--- config.mk ---
export PLATFORM = sky130hd
export DESIGN_NAME = cache_assoc_wb
export DESIGN_NICKNAME = d
export VERILOG_FILES = /design/src/rtl/cache_assoc_wb.sv
export SDC_FILE = /design/constraint.sdc
export NUM_CORES = 2
export LEC_CHECK = 0
export CAP_MARGIN = 20
export CORE_ASPECT_RATIO = 0.9
export CORE_MARGIN = 3
export CORE_UTILIZATION = 50
export DETAILED_ROUTE_END_ITERATION = 12
export PLACE_DENSITY = 0.68
export SLEW_MARGIN = 20
export SYNTH_ARGS = -nofsm -noshare
export SYNTH_HDL_FRONTEND = slang
export SYNTH_SLANG_ARGS = --single-unit
--- constraint.sdc ---
create_clock -name clk -period 6 [get_ports clk]
set_clock_uncertainty 0.2 [all_clocks]
set_input_delay 1.5 -clock clk [delete_from_list [all_inputs] [get_ports clk]]
set_output_delay 1.5 -clock clk [all_outputs]
set_load 0.03 [all_outputs]
--- src/rtl/cache_assoc_wb.sv ---
// N-way set-associative write-back, write-allocate cache between a word-wide processor port
// and a block-wide memory port, with byte-enable writes, a post-reset invalidate sweep and flush.
module cache_assoc_wb #(
  parameter int ADDR_WIDTH  = 16,
  parameter int WORD_WIDTH  = 32,
  parameter int WAYS        = 2,
  parameter int LINES       = 4,
  parameter int BLOCK_WORDS = 4
) (
  input  logic                              clk,
  input  logic                              rst,
  input  logic                              proc_cs,
  input  logic                              proc_rw,
  input  logic [ADDR_WIDTH-1:0]             proc_addr,
  input  logic [WORD_WIDTH-1:0]             proc_wdata,
  input  logic [WORD_WIDTH/8-1:0]           proc_be,
  output logic [WORD_WIDTH-1:0]             proc_rdata,
  output logic                              hold_cpu,
  input  logic                              flush_req,
  output logic                              flush_done,
  output logic                              mem_cs,
  output logic                              mem_rw,
  output logic [ADDR_WIDTH-1:0]             mem_addr,
  output logic [BLOCK_WORDS*WORD_WIDTH-1:0] mem_wdata,
  input  logic [BLOCK_WORDS*WORD_WIDTH-1:0] mem_rdata,
  input  logic                              mem_ack
);
  localparam int OW  = $clog2(BLOCK_WORDS);
  localparam int LW  = $clog2(LINES);
  localparam int TW  = ADDR_WIDTH - LW - OW;
  localparam int BE  = WORD_WIDTH / 8;
  localparam int RW  = (WAYS > 1) ? $clog2(WAYS) : 1;
  localparam int OWW = (OW > 0) ? OW : 1;
  localparam int BW  = BLOCK_WORDS * WORD_WIDTH;

  typedef enum logic [2:0] {INIT, IDLE, WRITEBACK, ALLOCATE, FLUSH_SCAN, FLUSH_WB} state_t;

  state_t state_q, state_d;

  logic          valid_q [WAYS][LINES];
  logic          dirty_q [WAYS][LINES];
  logic [TW-1:0] tag_q   [WAYS][LINES];
  logic [BW-1:0] data_q  [WAYS][LINES];
  logic [RW-1:0] rr_q    [LINES];

  logic [LW-1:0] init_cnt_q, lat_line_q, fl_line_q;
  logic [TW-1:0] lat_tag_q;
  logic [RW-1:0] vic_way_q, fl_way_q;
  logic          vic_rr_q;

  logic [TW-1:0]         p_tag;
  logic [LW-1:0]         p_line;
  logic [OWW-1:0]        p_off;
  logic                  hit, inv_found, f_last, f_dirty;
  logic [RW-1:0]         hit_way, vic_way;
  logic [WORD_WIDTH-1:0] hit_word;

  function automatic logic [ADDR_WIDTH-1:0] blk_addr(input logic [TW-1:0] t, input logic [LW-1:0] l);
    logic [ADDR_WIDTH-1:0] a;
    a = '0;
    a[ADDR_WIDTH-1 -: TW] = t;
    a[OW +: LW] = l;
    return a;
  endfunction

  assign p_tag  = proc_addr[ADDR_WIDTH-1 -: TW];
  assign p_line = proc_addr[OW +: LW];
  generate
    if (OW > 0) begin : g_off
      assign p_off = proc_addr[OW-1:0];
    end else begin : g_no_off
      assign p_off = '0;
    end
  endgenerate

  // Tag match and victim choice: lowest invalid way wins, otherwise the line's round-robin way.
  always_comb begin
    hit       = 1'b0;
    hit_way   = '0;
    inv_found = 1'b0;
    vic_way   = '0;
    for (int w = 0; w < WAYS; w++) begin
      if (valid_q[w][p_line] && tag_q[w][p_line] == p_tag) begin
        hit     = 1'b1;
        hit_way = RW'(w);
      end
    end
    for (int w = WAYS - 1; w >= 0; w--) begin
      if (!valid_q[w][p_line]) begin
        inv_found = 1'b1;
        vic_way   = RW'(w);
      end
    end
    if (!inv_found) vic_way = rr_q[p_line];
  end

  assign hit_word = data_q[hit_way][p_line][p_off*WORD_WIDTH +: WORD_WIDTH];
  assign f_last   = (fl_line_q == LW'(LINES - 1)) && (fl_way_q == RW'(WAYS - 1));
  assign f_dirty  = valid_q[fl_way_q][fl_line_q] && dirty_q[fl_way_q][fl_line_q];

  always_comb begin
    state_d    = state_q;
    hold_cpu   = 1'b1;
    flush_done = 1'b0;
    mem_cs     = 1'b0;
    mem_rw     = 1'b0;
    mem_addr   = '0;
    mem_wdata  = '0;
    case (state_q)
      INIT: if (init_cnt_q == LW'(LINES - 1)) state_d = IDLE;
      IDLE: begin
        hold_cpu = flush_req || (proc_cs && !hit);
        if (flush_req) state_d = FLUSH_SCAN;
        else if (proc_cs && !hit)
          state_d = (valid_q[vic_way][p_line] && dirty_q[vic_way][p_line]) ? WRITEBACK : ALLOCATE;
      end
      WRITEBACK: begin
        mem_cs    = 1'b1;
        mem_rw    = 1'b1;
        mem_addr  = blk_addr(tag_q[vic_way_q][lat_line_q], lat_line_q);
        mem_wdata = data_q[vic_way_q][lat_line_q];
        if (mem_ack) state_d = ALLOCATE;
      end
      ALLOCATE: begin
        mem_cs   = 1'b1;
        mem_addr = blk_addr(lat_tag_q, lat_line_q);
        if (mem_ack) state_d = IDLE;
      end
      FLUSH_SCAN: begin
        if (f_dirty) state_d = FLUSH_WB;
        else if (f_last) begin
          flush_done = 1'b1;
          state_d    = IDLE;
        end
      end
      FLUSH_WB: begin
        mem_cs    = 1'b1;
        mem_rw    = 1'b1;
        mem_addr  = blk_addr(tag_q[fl_way_q][fl_line_q], fl_line_q);
        mem_wdata = data_q[fl_way_q][fl_line_q];
        if (mem_ack) state_d = FLUSH_SCAN;
      end
      default: state_d = INIT;
    endcase
  end

  always_ff @(posedge clk or posedge rst) begin
    if (rst) begin
      state_q    <= INIT;
      init_cnt_q <= '0;
      lat_line_q <= '0;
      lat_tag_q  <= '0;
      vic_way_q  <= '0;
      vic_rr_q   <= 1'b0;
      fl_line_q  <= '0;
      fl_way_q   <= '0;
      proc_rdata <= '0;
    end else begin
      state_q <= state_d;
      case (state_q)
        INIT: init_cnt_q <= init_cnt_q + 1'b1;
        IDLE: begin
          if (flush_req) begin
            fl_line_q <= '0;
            fl_way_q  <= '0;
          end else if (proc_cs) begin
            if (hit) begin
              if (!proc_rw) proc_rdata <= hit_word;
            end else begin
              lat_tag_q  <= p_tag;
              lat_line_q <= p_line;
              vic_way_q  <= vic_way;
              vic_rr_q   <= !inv_found;
            end
          end
        end
        // The last entry is not advanced past; the rescan sees it clean and finishes.
        FLUSH_SCAN, FLUSH_WB: begin
          if (((state_q == FLUSH_SCAN && !f_dirty) || (state_q == FLUSH_WB && mem_ack)) && !f_last) begin
            if (fl_way_q == RW'(WAYS - 1)) begin
              fl_way_q  <= '0;
              fl_line_q <= fl_line_q + 1'b1;
            end else begin
              fl_way_q <= fl_way_q + 1'b1;
            end
          end
        end
        default: ;
      endcase
    end
  end

  always_ff @(posedge clk) begin
    case (state_q)
      INIT: begin
        for (int w = 0; w < WAYS; w++) begin
          valid_q[w][init_cnt_q] <= 1'b0;
          dirty_q[w][init_cnt_q] <= 1'b0;
        end
        rr_q[init_cnt_q] <= '0;
      end
      IDLE: begin
        if (!flush_req && proc_cs && hit && proc_rw) begin
          for (int b = 0; b < BE; b++)
            if (proc_be[b])
              data_q[hit_way][p_line][p_off*WORD_WIDTH + b*8 +: 8] <= proc_wdata[b*8 +: 8];
          dirty_q[hit_way][p_line] <= 1'b1;
        end
      end
      ALLOCATE: begin
        if (mem_ack) begin
          data_q[vic_way_q][lat_line_q]  <= mem_rdata;
          valid_q[vic_way_q][lat_line_q] <= 1'b1;
          dirty_q[vic_way_q][lat_line_q] <= 1'b0;
          tag_q[vic_way_q][lat_line_q]   <= lat_tag_q;
          if (vic_rr_q) rr_q[lat_line_q] <= (WAYS > 1) ? rr_q[lat_line_q] + 1'b1 : '0;
        end
      end
      FLUSH_WB: if (mem_ack) dirty_q[fl_way_q][fl_line_q] <= 1'b0;
      default: ;
    endcase
  end
endmodule

== Word-level counts from Yosys, hierarchy flattened ==
Memories as Yosys holds them, arrays and structs flattened.
Index checks and enable logic that the tools add are counted.

* Register bits: 56
* RAM bits: 1140
* Input bits: 186
* Output and inout bits: 180
* Memories kept: 5

{| class="wikitable"
|+ Memories
! name !! words !! width !! rd ports !! clocked after memory_dff !! wr ports !! RTL line !! RTL
|-
| data_q || 2 || 512 || 3 || 0 || 1 || 43 || <nowiki>logic [BW-1:0] data_q [WAYS][LINES];</nowiki>
|-
| tag_q || 2 || 48 || 4 || 0 || 1 || 42 || <nowiki>logic [TW-1:0] tag_q [WAYS][LINES];</nowiki>
|-
| dirty_q || 2 || 4 || 2 || 0 || 2 || 41 || <nowiki>logic dirty_q [WAYS][LINES];</nowiki>
|-
| valid_q || 2 || 4 || 4 || 0 || 2 || 40 || <nowiki>logic valid_q [WAYS][LINES];</nowiki>
|-
| rr_q || 4 || 1 || 2 || 0 || 1 || 44 || <nowiki>logic [RW-1:0] rr_q [LINES];</nowiki>
|}

* Add/sub/neg operators: 11
* Order comparisons: 8
* Equality and inequality tests: 18
* Shift operators: 9
* Muxes and demuxes: 1679
* Bitwise gates (word level): 1543
* Reductions and logical operators: 39

{| class="wikitable"
|+ Operator list
! operator !! count
|-
| 2-to-1 mux 512 bit || 7
|-
| 2-to-1 mux 1 bit || 1599
|-
| OR 1 bit || 1536
|-
| 2-to-1 mux 128 bit || 11
|-
| demux 128 bit (select 2 bit) || 5
|-
| binary-select mux 128 bit (select 2 bit) || 3
|-
| OR reduction 512 bit || 1
|-
| variable shift 8 x 34 -> 128 bit (first input constant) || 4
|-
| indexed part select 8 x 34 -> 128 bit || 4
|-
| case mux 128 bit (2 select lines) || 1
|-
| indexed part select 128 x 8 -> 32 bit || 1
|-
| 2-to-1 mux 12 bit || 9
|-
| negator 8 -> 34 bit || 3
|-
| binary-select mux 12 bit (select 2 bit) || 4
|-
| 2-to-1 mux 4 bit || 12
|-
| 2-to-1 mux 48 bit || 1
|-
| case mux 16 bit (3 select lines) || 1
|-
| negator 7 -> 34 bit || 1
|-
| demux 12 bit (select 2 bit) || 1
|-
| == test 12 bit || 2
|-
| 2-to-1 mux 3 bit || 8
|-
| case mux 3 bit (6 select lines) || 1
|-
| adder 7 x 5 -> 8 bit (second input constant) || 2
|-
| logical AND 1 bit || 16
|-
| 30 further kinds || 74
|}

== Longest topological paths before layout ==
* Depth in word-level cells: 17
* Gate-level depth with buffers: 12
* Depth with buffers taken out: 7

== Worst setup path before layout ==
OpenSTA, ideal clock, no wires.

* Path kind: input-to-output
* From: in proc_addr[3]
* To: out hold_cpu
* Data arrival time: 3.723 ns
* Required time: 4.300 ns
* Path slack: 0.577 ns
* Stages: 10
* Path buffers: 4
* Path through: buf_2 -> buf_4 -> buf_2 -> mux4_2 -> xnor2_1 -> nand3_1 -> a2111o_1 -> o31ai_1 -> buf_2 -> o21ai_0

* Cells in the longest elaborated chain, start to end: 12
* Elaborated cells between the ends (all ways): 23
* Those cells by class: 2 x eq/ne; 15 x mux; 1 x bitwise; 5 x reduce/logical

{| class="wikitable"
|+ Ends and longest elaborated chain
! item !! RTL line !! RTL
|-
| start: declaration || 14 || <nowiki>input logic [ADDR_WIDTH-1:0] proc_addr,</nowiki>
|-
| inverter 2 -> 3 bit (implied by the code) * || 83 || <nowiki>if (valid_q[w][p_line] && tag_q[w][p_line] == p_tag) begin</nowiki>
|-
| binary-select mux 12 bit (select 2 bit) || 83 ||
|-
| 2-to-1 mux 12 bit (implied by the code) (2 in series) || 83 ||
|-
| == test 12 bit || 83 ||
|-
| logical AND 1 bit || 83 ||
|-
| 2-to-1 mux 1 bit || 83 ||
|-
| 2-to-1 mux 1 bit * || 83 ||
|-
| logical NOT 1 bit * || 112 || <nowiki>hold_cpu = flush_req || (proc_cs && !hit);</nowiki>
|-
| logical AND 1 bit * || 112 ||
|-
| logical OR 1 bit * || 112 ||
|-
| 2-to-1 mux 1 bit * || 109 || <nowiki>case (state_q)</nowiki>
|-
| end: declaration || 18 || <nowiki>output logic hold_cpu,</nowiki>
|}

Every way passes the cells marked *; elsewhere a longest branch is shown, timed or not. The select of a mux whose other input is x is not followed.

== Worst setup path in the final report ==
* From: reg lat_line_q[1]
* To: out mem_wdata[101]

* Cells in the longest elaborated chain, start to end: 5

{| class="wikitable"
|+ Ends and longest elaborated chain
! item !! RTL line !! RTL
|-
| start: declaration || 46 || <nowiki>logic [LW-1:0] init_cnt_q, lat_line_q, fl_line_q;</nowiki>
|-
| start signal: assignment || 171 || <nowiki>lat_line_q <= p_line;</nowiki>
|-
| inverter 2 -> 3 bit (implied by the code) || 121 || <nowiki>mem_wdata = data_q[vic_way_q][lat_line_q];</nowiki>
|-
| binary-select mux 128 bit (select 2 bit) || 121 ||
|-
| 2-to-1 mux 128 bit (implied by the code) (2 in series) || 121 ||
|-
| case mux 128 bit (2 select lines) || 109 ||
|-
| end: declaration || 24 || <nowiki>output logic [BLOCK_WORDS*WORD_WIDTH-1:0] mem_wdata,</nowiki>
|}

No other way between the ends. The select of a mux whose other input is x is not followed.

==> summary.md <==
| Metric | Value |
|---|---|
| Status | finished, final reports clean |
| Period minus WS final | 5824 ps |
| EDFF count, synth | 1132 |
| Final ANT Viol Nets | 0 |
| WHS Path Cells | 1 |
| Area grow syn2layout | 16.02% |
| Die height | 361.9 um |
| RSZ-0062 raised after global routing | no |
| Post-placement cell area | 77070 um^2 |
| Max_cap viols | 0 |
| Die area | 145300 um^2 |
| Sw Share | 33.52% |
| Vias in the first global route | 48090 |
| Max Clk Rate | 0.1717 GHz |
| Slew HR | 19.95% |
| Int Power | 19.79 mW |
| Hold buffer count at CTS | 0 |
| Logic pwr share | 37.4% |
| Setup Buffers After CTS | 0 |
| P_leak | ~27 nW |
| Detailed Route WL | 247800 um |
| Sink Count | 1196 |
| Synth Warn # | 0 |
| Critical path type | flop to output port |
| Fin cells | 6426 |
| Drt wl/cell | 38.57 um |
| Clock-pin transition on the worst setup and hold timing paths | 60 ps |
| Synthesized area | 70360 um^2 |
| Die X | 401.4 um |
| Final Core Density | 58.88% |
| Netlist cell types | 58 |
| Critical Path AT | 4120 ps |
| Slew of the pin with the lowest slew margin | 1201 ps |
| DRC viols | 0 |
| FP Rows | 129 |
| Post-placement cell count | 6177 |
| Placer congestion estimate | slightly above 0.9 |
| Layout cells sized above 1 | 36.06% |
| Largest area contributor in the netlist | edfxtp_1 |
| Total track usage | 33.95% |
| Pwr dens | 364.6 nW/um^2 |
| Final setup fails | 0 |
| Critical Path RT | 4300 ps |
| Via count | 48780 |
| Clock root buffer | clkbuf_16 |
| Post-route cell area | 81630 um^2 |
| Nets | 4676 |
| Initial antenna violation count | 14 |
| CTS tree | done |
| Post-CTS resize count | 0 |
| Number of port buffers | 363 |
| Switch Pwr | 9.978 mW |
| Top FF cell, synth | edfxtp_1 |
| FF-to-FF path depth | 8 |
| Clk pwr share | approximately 29% |
| Overflow after GRT | 0 |
| First-pass GRT wire length | 356200 um |
| Sequential power share | between 30% and 40% |
| Async SR Flop Fraction | 4.682% |
| Register area share after synthesis | 50.53% |
| Synth top area cells | edfxtp_1 48%, mux4_2 29%, mux2i_1 4.2%, o41ai_2 2.8%, o41ai_1 2.0% |
| DP HPWL | 167800 um |
| Router iterations before antenna repair | 6 |
| Buf/Inv on CP | 2 |
| Post-Synthesis Cells | 4163 |
| I/O Pins | 366 |
| CP Capture Type | output port |
| Startpoint class of the critical path | flop |
| Pin count of the biggest net entering global routing | 130 |
| Clock latency reported for the late side of the worst-skew pair | 780 ps |
| Slew Viols, Final | 0 |
| Syn_area_per_cell | 16.90 um^2 |
| Final period utilization | a little over nine tenths |
| CP peak stage delay | 950 ps |
| Max clock buf depth | 3 |
| Cts bufs inserted | around 130 |
| H-tree Lvls | 4 |
| Total stage count of the critical path | 5 |
| Synth Register Bits | 1196 |
| Slowest cell on the critical path | dfrtp_4 |
| Starting Density | about 50% |
| VDD IR max | 0.3576 mV |
| Post-synth top area share | between 40% and 50% |
| Worst Hold Class | flop to flop |
| Vias per Instance | 7.591 |
| DRT iter0 DRCs | 7348 |
| Crit Path Max Fanout | 37 |
| Fin Setup TNS | 0 ps |
| Core box area | about 140000 um^2 |
| CP Cell Sequence | buf_4 -> mux4_2 -> mux2i_1 -> o22ai_1 -> clkdlybuf4s50_1 |
| CP delay by family, top | buffers and inverters |
| Final Hold Violating Endpoints | 0 |
-- cell type report --
type                    instances  area [um^2]
diodes                          8        20.02
clock buffers                 170         3608
clock inverters                71        930.9
fillers                     10230        57010
inverters                      18        80.08
multi-input cells            2469        32790
flip-flops and latches       1196        35570
well taps                    1834         2295
repair buffers                660         6339
-- through the flow --
stage	power, mW	worst slack [ps]	hold slack [ps]
after floorplan	17.59	576.8	243.4
after global placement	21.14	211.3	272.9
after detailed placement	21.26	235.7	279.5
after CTS	29.76	146.1	293.2
after global routing	30.75	53.67	315.1
final	29.77	176.2	287.9
-- layer usage --
layer | track usage, % | vias up | wire length (um)
li1 | - | 18850 | -
met1 | 46.45 | 25290 | 88710
met2 | 50.16 | 3999 | 110800
met3 | 11.45 | 629 | 36290
met4 | 14.29 | 10 | 11970
met5 | 0 | - | 53
-- cell families after synthesis --
family	Yosys count	share of synthesized area, %
buf+inv	499	3.052
mux	1279	34.45
xor+xnor	26	0.3236
fa+ha+maj	14	0.2490
simple gates	404	2.762
compound gates	744	8.630
flops	1196	50.53
other cells	1	0.005330
-- final timing paths --
check                           slack (ps)          start             end
min in group asynchronous             1140            rst   lat_tag_q[10]
worst min-delay path                   290  valid_q[0][0]   valid_q[0][0]
worst max-delay path                   180  lat_line_q[1]  mem_wdata[101]
max in group asynchronous             3510            rst  proc_rdata[26]
worst min register to register         290  valid_q[0][0]   valid_q[0][0]
worst max register to register        1820    tag_q[1][0]  data_q[1][344]
-- cell usage in the layout (no fill, tap or decap), types with 6 or more instances in the layout --
| cell type | netlist | routed |
|---|---|---|
| buf_4 | 12 | 262 |
| nor2_1 | 30 | 29 |
| edfxtp_1 | 1132 | 1132 |
| clkbuf_8 | 0 | 12 |
| o41ai_2 | 122 | 122 |
| buf_12 | 0 | 36 |
| a21o_1 | 9 | 8 |
| nand2_1 | 188 | 183 |
| dfrtp_1 | 56 | 51 |
| inv_1 | 15 | 14 |
| mux2_2 | 79 | 79 |
| clkinv_2 | 0 | 17 |
| and2_1 | 17 | 17 |
| a32oi_1 | 6 | 6 |
| and3_1 | 8 | 7 |
| xnor2_1 | 24 | 24 |
| a21oi_1 | 149 | 148 |
| clkbuf_16 | 0 | 134 |
| ha_1 | 14 | 14 |
| clkbuf_1 | 310 | 24 |
| inv_6 | 0 | 11 |
| o21ai_0 | 117 | 117 |
| mux2i_1 | 294 | 294 |
| mux4_2 | 906 | 906 |
| nand4_1 | 80 | 80 |
| dfxtp_1 | 8 | 8 |
| nor3_1 | 14 | 10 |
| bufinv_16 | 0 | 19 |
| a22o_1 | 16 | 16 |
| diode_2 | 0 | 8 |
| nand3_1 | 35 | 32 |
| clkinv_1 | 1 | 9 |
| clkinvlp_4 | 0 | 7 |
| clkdlybuf4s50_1 | 0 | 359 |
| o22ai_1 | 141 | 141 |
| o41ai_1 | 163 | 163 |
-- power by group through the flow --
stage | Sequential [mW] | Combinational (mW) | Clock (mW)
after floorplan | 9.84 | 7.75 | 0
after global placement | 10.3 | 10.9 | 0
after detailed placement | 10.2 | 11.0 | 0
after CTS | 10.1 | 11.1 | 8.63
after global routing | 10.1 | 11.7 | 8.99
final | 10.1 | 11.1 | 8.57
-- Yosys cell counts (9+ instances only) --
master    number
nand3_1       35
o21ai_0      117
buf_4         12
ha_1          14
dfrtp_1       56
mux2_2        79
buf_6         23
a22o_1        16
buf_1         91
edfxtp_1    1132
a21o_1         9
mux2i_1      294
nor2_1        30
o41ai_1      163
inv_1         15
nand2_1      188
xnor2_1       24
o22ai_1      141
and2_1        17
mux4_2       906
nand4_1       80
nor3_1        14
a21oi_1      149
buf_2         45
clkbuf_1     310
o41ai_2      122
-- flip-flops by register name, indices dropped and copies added (netlist names), 3 cells and up --
| name | flops |
|---|---|
| state_q | 3 |
| proc_rdata | 32 |
| data_q | 1024 |
| tag_q | 96 |
| lat_tag_q | 12 |
| valid_q | 8 |
| dirty_q | 8 |
| rr_q | 4 |
No activity file was read; power rests on OpenSTA's default activity.
